--- src/rtl/trace_filter_prog.sv ---
// Trace instruction filter: fixed control-flow decode plus programmable mask/value rules,
// one-stage valid/ready output register. Optional counters under `TRACE_FILTER_STATS_EN.
module trace_filter_prog #(
    parameter int PC_WIDTH  = 64,
    parameter int NUM_RULES = 4,
    parameter int CNT_WIDTH = 32,
    localparam int IDX_W    = (NUM_RULES > 1) ? $clog2(NUM_RULES) : 1
) (
    input  logic                 clk,
    input  logic                 rst,
    input  logic                 in_valid,
    output logic                 in_ready,
    input  logic [PC_WIDTH-1:0]  in_pc,
    input  logic [31:0]          in_instr,
    input  logic [1:0]           mode,
    input  logic                 cfg_we,
    input  logic [IDX_W-1:0]     cfg_idx,
    input  logic                 cfg_en,
    input  logic [31:0]          cfg_mask,
    input  logic [31:0]          cfg_value,
    output logic                 out_valid,
    input  logic                 out_ready,
    output logic [PC_WIDTH-1:0]  out_pc,
    output logic [31:0]          out_instr,
    input  logic                 stats_clr,
    output logic [CNT_WIDTH-1:0] kept_cnt,
    output logic [CNT_WIDTH-1:0] drop_cnt
);

    logic                r_rule_en    [NUM_RULES];
    logic [31:0]         r_rule_mask  [NUM_RULES];
    logic [31:0]         r_rule_value [NUM_RULES];
    logic                r_out_valid;
    logic [PC_WIDTH-1:0] r_out_pc;
    logic [31:0]         r_out_instr;

    logic w_acc;
    logic w_fix;
    logic w_rul;
    logic w_keep;

    function automatic logic f_fix(input logic [31:0] ins);
        logic w_op32;
        logic w_wfi;
        logic w_cq1;
        logic w_cjr;
        w_op32 = (ins[6:0] == 7'b1100011) || (ins[6:0] == 7'b1101111) ||
                 (ins[6:0] == 7'b1100111);
        w_wfi  = (ins == 32'h1050_0073);
        w_cq1  = (ins[1:0] == 2'b01) &&
                 ((ins[15:13] == 3'b001) || (ins[15:13] == 3'b101) ||
                  (ins[15:13] == 3'b110) || (ins[15:13] == 3'b111));
        w_cjr  = (ins[1:0] == 2'b10) && (ins[15:13] == 3'b100) &&
                 (ins[11:7] != 5'd0) && (ins[6:2] == 5'd0);
        return w_op32 | w_wfi | w_cq1 | w_cjr;
    endfunction

    assign in_ready = ~r_out_valid | out_ready;
    assign w_acc    = in_valid & in_ready;
    assign w_fix    = f_fix(in_instr);

    always_comb begin
        w_rul = 1'b0;
        for (int unsigned i = 0; i < NUM_RULES; i++) begin
            if (r_rule_en[i] && ((in_instr & r_rule_mask[i]) == r_rule_value[i])) begin
                w_rul = 1'b1;
            end
        end
    end

    always_comb begin
        w_keep = 1'b1;
        case (mode)
            2'b00:   w_keep = 1'b1;
            2'b01:   w_keep = w_fix;
            2'b10:   w_keep = w_rul;
            default: w_keep = w_fix | w_rul;
        endcase
    end

    // Rule writes land after the edge, so an item accepted in the same cycle sees old contents.
    always_ff @(posedge clk or posedge rst) begin
        if (rst) begin
            for (int unsigned i = 0; i < NUM_RULES; i++) begin
                r_rule_en[i]    <= 1'b0;
                r_rule_mask[i]  <= '0;
                r_rule_value[i] <= '0;
            end
        end else if (cfg_we) begin
            for (int unsigned i = 0; i < NUM_RULES; i++) begin
                if (cfg_idx == IDX_W'(i)) begin
                    r_rule_en[i]    <= cfg_en;
                    r_rule_mask[i]  <= cfg_mask;
                    r_rule_value[i] <= cfg_value;
                end
            end
        end
    end

    always_ff @(posedge clk or posedge rst) begin
        if (rst) begin
            r_out_valid <= 1'b0;
            r_out_pc    <= '0;
            r_out_instr <= '0;
        end else if (w_acc && w_keep) begin
            r_out_valid <= 1'b1;
            r_out_pc    <= in_pc;
            r_out_instr <= in_instr;
        end else if (r_out_valid && out_ready) begin
            r_out_valid <= 1'b0;
        end
    end

    assign out_valid = r_out_valid;
    assign out_pc    = r_out_pc;
    assign out_instr = r_out_instr;

`ifdef TRACE_FILTER_STATS_EN
    logic [CNT_WIDTH-1:0] r_kept_cnt;
    logic [CNT_WIDTH-1:0] r_drop_cnt;

    always_ff @(posedge clk or posedge rst) begin
        if (rst) begin
            r_kept_cnt <= '0;
            r_drop_cnt <= '0;
        end else if (stats_clr) begin
            r_kept_cnt <= '0;
            r_drop_cnt <= '0;
        end else begin
            if (w_acc && w_keep && (r_kept_cnt != '1)) begin
                r_kept_cnt <= r_kept_cnt + 1'b1;
            end
            if (w_acc && !w_keep && (r_drop_cnt != '1)) begin
                r_drop_cnt <= r_drop_cnt + 1'b1;
            end
        end
    end

    assign kept_cnt = r_kept_cnt;
    assign drop_cnt = r_drop_cnt;
`else
    logic w_unused_stats_clr;
    assign w_unused_stats_clr = stats_clr;
    assign kept_cnt = '0;
    assign drop_cnt = '0;
`endif

endmodule
--- config.mk ---
export PLATFORM = sky130hd
export DESIGN_NAME = trace_filter_prog
export DESIGN_NICKNAME = d
export VERILOG_FILES = /design/src/rtl/trace_filter_prog.sv
export SDC_FILE = /design/constraint.sdc
export NUM_CORES = 1
export LEC_CHECK = 0
export BUFFER_PORTS_ARGS = -buffer_cell sky130_fd_sc_hd__buf_2
export CORE_MARGIN = 2
export CORE_UTILIZATION = 45
export DETAILED_ROUTE_END_ITERATION = 7
export PLACE_DENSITY = 0.78
export SLEW_MARGIN = 5
export SYNTH_ARGS = -nofsm -noshare
export SYNTH_HDL_FRONTEND = slang
export SYNTH_SLANG_ARGS = --single-unit
--- constraint.sdc ---
create_clock -name clk -period 17.9 [get_ports clk]
set_clock_uncertainty 0.1 [all_clocks]
set_input_delay 0.895 -clock clk [delete_from_list [all_inputs] [get_ports clk]]
set_output_delay 0.895 -clock clk [all_outputs]
set_load 0.03 [all_outputs]
Yosys cells after proc, flatten, opt, wreduce, memory -nomap -nowiden --
Cells that the tools add are included.
Storage, ports and cells: logic and storage cells 77, ROM bits 0, bits in latches 0, RAM bits 0, input bits 171, memories kept 0, output and inout port bits 162, bits in registers 357
Operators by class: bitwise logic cells 11, multiplexer cells 7, div/mod/pow operators 0, equal/unequal tests 20, $add $sub $neg 0, shift operators 0, $mul 0, $lt $le $gt $ge 0, reduce and logical (&&, ||, !) cells 24
Operators by type and width (count):
- $and A32 B32 Y32 | 4
- $eq A32 B32 Y1 | 4
- $eq A32 B29 Y1 const B | 1
- $eq A7 B7 Y1 const B | 3
- $eq A3 B3 Y1 const B | 4
- $logic_and A1 B1 Y1 | 10
- $eq A2 B2 Y1 const B | 4
- $reduce_and A2 Y1 | 4
- $eq A2 B1 Y1 const B | 3
- $mux W1 | 6
- $logic_not A5 Y1 | 1
- $logic_or A1 B1 Y1 | 5
- $or A1 B1 Y1 | 5
- $reduce_bool A5 Y1 | 1
- $logic_not A2 Y1 | 2
- $eq A3 B1 Y1 const B | 1
- $pmux W1 S3 | 1
- $reduce_bool A2 Y1 | 1
- $and A1 B1 Y1 | 1
- $not A1 Y1 | 1

Logic depth before layout (Yosys ltp) --
word-level depth 11, mapped depth 11, mapped depth without buffers 8

Least setup slack after synthesis --
Ideal clock, no wire load.
path type input to register, start point in in_instr[15], end point reg r_out_instr[0] (netlist: out_instr[0]), library setup time 0.125 ns, required time 17.675 ns, data arrival time 2.905 ns, buffers on the path 3, cell stages on the path 11, setup slack 14.769 ns, cells stage by stage buf_2 -> nor4b_1 -> nand4_1 -> or4_1 -> a21oi_1 -> o21ai_1 -> o21ai_2 -> o211ai_4 -> buf_6 -> buf_6 -> mux2_4
Between the ends: cells in the longest elaborated chain, start to end 10, elaborated cells on any way between the ends 35, those cells by class eq/ne: 10; mux: 5; bitwise: 8; reduce/logical: 12
RTL lines:
- from (decl) | RTL line 14 | input logic [31:0] in_instr,
- $and A32 B32 Y32 (tied with other cells) | RTL line 65 | if (r_rule_en[i] && ((in_instr & r_rule_mask[i]) == r_rule_value[i])) begin
- $eq A32 B32 Y1 / $logic_or A1 B1 Y1 (equally long branches) | RTL line 65, 51
- $logic_and A1 B1 Y1 / $logic_or A1 B1 Y1 (equally long branches) | RTL line 65, 51
- $mux W1 / $logic_or A1 B1 Y1 (equally long branches) | RTL line 65, 52
- $mux W1 / $logic_and A1 B1 Y1 (equally long branches) | RTL line 65, 50
- $mux W1 / $or A1 B1 Y1 (equally long branches) (2 in series) | RTL line 65, 55
- $or A1 B1 Y1 | RTL line 77 | default: w_keep = w_fix | w_rul;
- $pmux W1 S3 (*) | RTL line 73 | case (mode)
- $logic_and A1 B1 Y1 (*) | RTL line 105 | end else if (w_acc && w_keep) begin
- to (signal assigned) | RTL line 108 | r_out_instr <= in_instr;
- to (decl) | RTL line 35 | logic [31:0] r_out_instr;
Mark *: on every way between the ends. The rest lies on a longest branch, timed or not. A chain may end at the register's enable or synchronous reset.

Worst setup path in the final report --
start point in in_instr[12], end point reg r_out_pc[51] (netlist: out_pc[51])
Between the ends: cells in the longest elaborated chain, start to end 10, elaborated cells on any way between the ends 23, those cells by class eq/ne: 5; mux: 5; bitwise: 8; reduce/logical: 5
RTL lines:
- $and A32 B32 Y32 | RTL line 65
- $eq A32 B32 Y1 | RTL line 65
- $logic_and A1 B1 Y1 | RTL line 65
- $mux W1 (4 in series) | RTL line 65
- $or A1 B1 Y1 | RTL line 77
- $pmux W1 S3 (*) | RTL line 73
- $logic_and A1 B1 Y1 (*) | RTL line 105
- to (signal assigned) | RTL line 107 | r_out_pc <= in_pc;
- to (decl) | RTL line 34 | logic [PC_WIDTH-1:0] r_out_pc;
Marks and branches as above.

==> flow_metrics.env <==
export IMPL_rsz0062_at_grt="false"
export IMPL_cts_setup_buffers=0
export IMPL_overflow=0
export IMPL_clock_root_buffer="clkbuf_16"
export IMPL_combPwrFrac_pct=23.6
export IMPL_fillers=2875
export IMPL_synthTopCellsByArea="dfrtp_1 (56%), mux2_2 (22%), xnor2_1 (6.6%)"
export IMPL_synth_edf_count=0
export IMPL_min_path_cells=1
export IMPL_status="completed"
export IMPL_cts_hold_buf=0
export IMPL_max_stage_delay_ns=0.70
export IMPL_start_util_pct=45.9
export IMPL_grt_max_degree=134
export IMPL_cts_max_level=2
export IMPL_synth_area_mm2=0.0159
export IMPL_crit_type="in2reg"
export IMPL_cp_max_fo=54
export IMPL_cts_buffer_depth=3
export IMPL_hold_viol=0
export IMPL_synth_yosys_seq_area_share_pct=56.3
export IMPL_critical_path_top_delay_family="buffers and inverters"
export IMPL_synth_main_ff_cell="dfrtp_1"
export IMPL_cp_slowest_cell="buf_4"
export IMPL_yosysMostFrequentCell="dfrtp_1"
export IMPL_switching_power_uw=746
export IMPL_cp_start_kind="input port"
export IMPL_route_detailed_drc=0
export IMPL_grt_first_pass_wirelength_um=57900
export IMPL_port_buffers=267
export IMPL_ys_ff_latch=357
export IMPL_worstPathRequired_ns=18.21
export IMPL_synth_warnings=0
export IMPL_avgViaCountPerCell=5.10
export IMPL_p_leak_uw=0.00853
export IMPL_crit_cells=11
export IMPL_max_cap_violations=0
export IMPL_timing_slew_headroom_pct=25.6
export IMPL_clock_sinks=357
export IMPL_dp_hpwl_um=26800
export IMPL_nets=1602
export IMPL_p_seq_share_pct=43.0
export IMPL_place_ws_ns=12.90
export IMPL_synth_area_leader_cell="dfrtp_1"
export IMPL_fin_tns_setup_ns=0
export IMPL_use_met3_pct=4.92
export IMPL_multi_input_area_mm2=0.00652
export IMPL_use_met2_pct=33.8
export IMPL_synth_cell_type_count=33
export IMPL_clock_latency_ns=0.54
export IMPL_finalMaxSlewViolations=0
export IMPL_fin_crit_ns=4.45
export IMPL_path_cells="buf_2 > nand2_1 > xnor2_1 > nor4_1 > nand4_1 > nor3_1 > o41a_1 > o211ai_4 > buf_4 > buf_4 > mux2_2"
export IMPL_gr_max_usage_layer="met2"
export IMPL_synth_top_area_share_pct=56.3
export IMPL_switching_share_pct=30.1
export IMPL_rows=68
export IMPL_crit_buf_inv=3
export IMPL_arrival_ns=4.76
export IMPL_post_route_period_util_pct=24.9
export IMPL_routedWlPerCell_um=19.8
export IMPL_die_h_um=192
export IMPL_antenna_found_initial=9
export IMPL_dr_first_iter_drc_count=441
export IMPL_r2r_cells=10
export IMPL_grt_pass1_vias=10200
export IMPL_gp_congestion=0.864
export IMPL_clk_pin_slew_worst_paths_ns=0.06
export IMPL_grtUsageTotal_pct=20.8
export IMPL_core_area_mm2=0.0346
export IMPL_regArea_mm2=0.00893
export IMPL_syn_avg_cell_area_um2=13.7
export IMPL_setup_ws_ns=13.45
export IMPL_dr_total_vias=9811
export IMPL_async_reset_ff_share_pct=100
export IMPL_die_x_um=192
export IMPL_pwr_share_clk_pct=33.5
export IMPL_crit_path_end_kind="flop"
export IMPL_drtAntennaViolNets=0
export IMPL_crit_top_cell="buf_4"
export IMPL_dieArea_mm2=0.0368
export IMPL_fmax_mhz=225
export IMPL_cts_resized=0
export IMPL_io_pin_count=333
export IMPL_cellInternalPower_uw=1730
export IMPL_min_path_type="reg2reg"
export IMPL_vdd_drop_max_v=0.0000830
export IMPL_tritoncts="yes"
export IMPL_worst_pin_slew_ns=1.12
export IMPL_numCtsBuffers=40
export IMPL_firstDrtPassIters=4
export IMPL_netlist_instances=1155
export IMPL_pwr_density_cell_mw_per_mm2=132
export IMPL_drive_gt1_share_pct=47.9
export IMPL_wirelength_um=38100
export IMPL_setup_viol=0
export IMPL_netlist_top_cells_count="dfrtp_1 (357), mux2_2 (316), nand2_1 (134)"
export IMPL_use_met1_pct=26.8
export IMPL_area_delta_synth_final_pct=18.4
## registers in the layout, summed over array words and instances, names as in the netlist
signal        flops
r_rule_mask     128
r_rule_value    128
out_pc           64
out_instr        32
r_rule_en         4
out_valid         1
## per-stage QoR
| stage | hold slack, ns | instances | utilization, % | total power, uW | instance area [um^2] |
|---|---|---|---|---|---|
| finish | 0.398 | 1925 | 54.3 | 2480 | 18800 |
| global route | 0.414 | 1919 | 54.2 | 2590 | 18800 |
| CTS | 0.400 | 1916 | 54.2 | 2490 | 18800 |
| detailed placement | 0.387 | 1844 | 50.3 | 1660 | 17400 |
| global placement | 0.382 | 1844 | 50.3 | 1640 | 17400 |
| floorplan | 0.374 | 1218 | - | 1480 | 16100 |
## per-layer routing
layer	vias to the layer above	share of wire [%]	wire length, um
met2	303	49	18500
met3	75	5.9	2250
met5	-	0.063	24
met1	5000	42	16200
met4	4	3.0	1140
li1	4429	-	-
## power groups by stage
stage	Combinational [uW]	Clock [uW]	Sequential (uW)
floorplan	319	0	1160
global placement	573	0	1060
detailed placement	585	0	1070
CTS	589	842	1060
global route	621	881	1080
finish	584	829	1060
## final cells by class
type	count	area share (%)
diodes	9	0.120
repair buffers	275	7.43
clock inverters	13	0.872
multi-input cells	756	34.7
flip-flops and latches	357	47.5
clock buffers	59	6.29
inverters	1	0.0599
well taps	455	3.03
## worst paths after layout
| path | from | end | slack, ns |
|---|---|---|---|
| worst min-delay path | out_pc[32] | out_pc[32] | 0.40 |
| max in group asynchronous | rst | out_instr[4] | 14.72 |
| worst max register to register | r_rule_mask[108] | out_pc[51] | 13.67 |
| worst min register to register | out_pc[32] | out_pc[32] | 0.40 |
| min in group asynchronous | rst | out_instr[17] | 0.43 |
| worst max-delay path | in_instr[12] | out_pc[51] | 13.45 |
## placed cells by master, fill, tap and decap left out, types with 2 or more instances in the layout
cell type	count
nand2b_1	2
nand3_1	6
mux2_4	40
clkinvlp_4	2
conb_1	64
nor2_1	2
xor2_1	5
nand3b_1	2
xnor2_1	120
inv_6	2
nand2_1	134
bufinv_16	3
nor4b_1	4
clkbuf_8	11
o2111ai_1	2
diode_2	9
or4_1	2
nor4_1	29
mux2_2	316
nor3_1	8
buf_4	8
a21oi_1	2
dfrtp_1	357
clkinv_2	5
clkbuf_16	40
clkbuf_1	8
nand4_1	6
buf_2	267
o21ai_0	2
## kinds of logic after synthesis
group | count (synthesis) | synth area share, %
AO/OA/AOI/OAI | 11 | 0.583
XOR/XNOR | 125 | 6.90
buffers and inverters | 105 | 4.28
flip-flops | 357 | 56.3
multiplexers | 357 | 26.3
other | 1 | 0.0236
AND/OR/NAND/NOR | 199 | 5.70
Power figures use the tool's default switching activity.
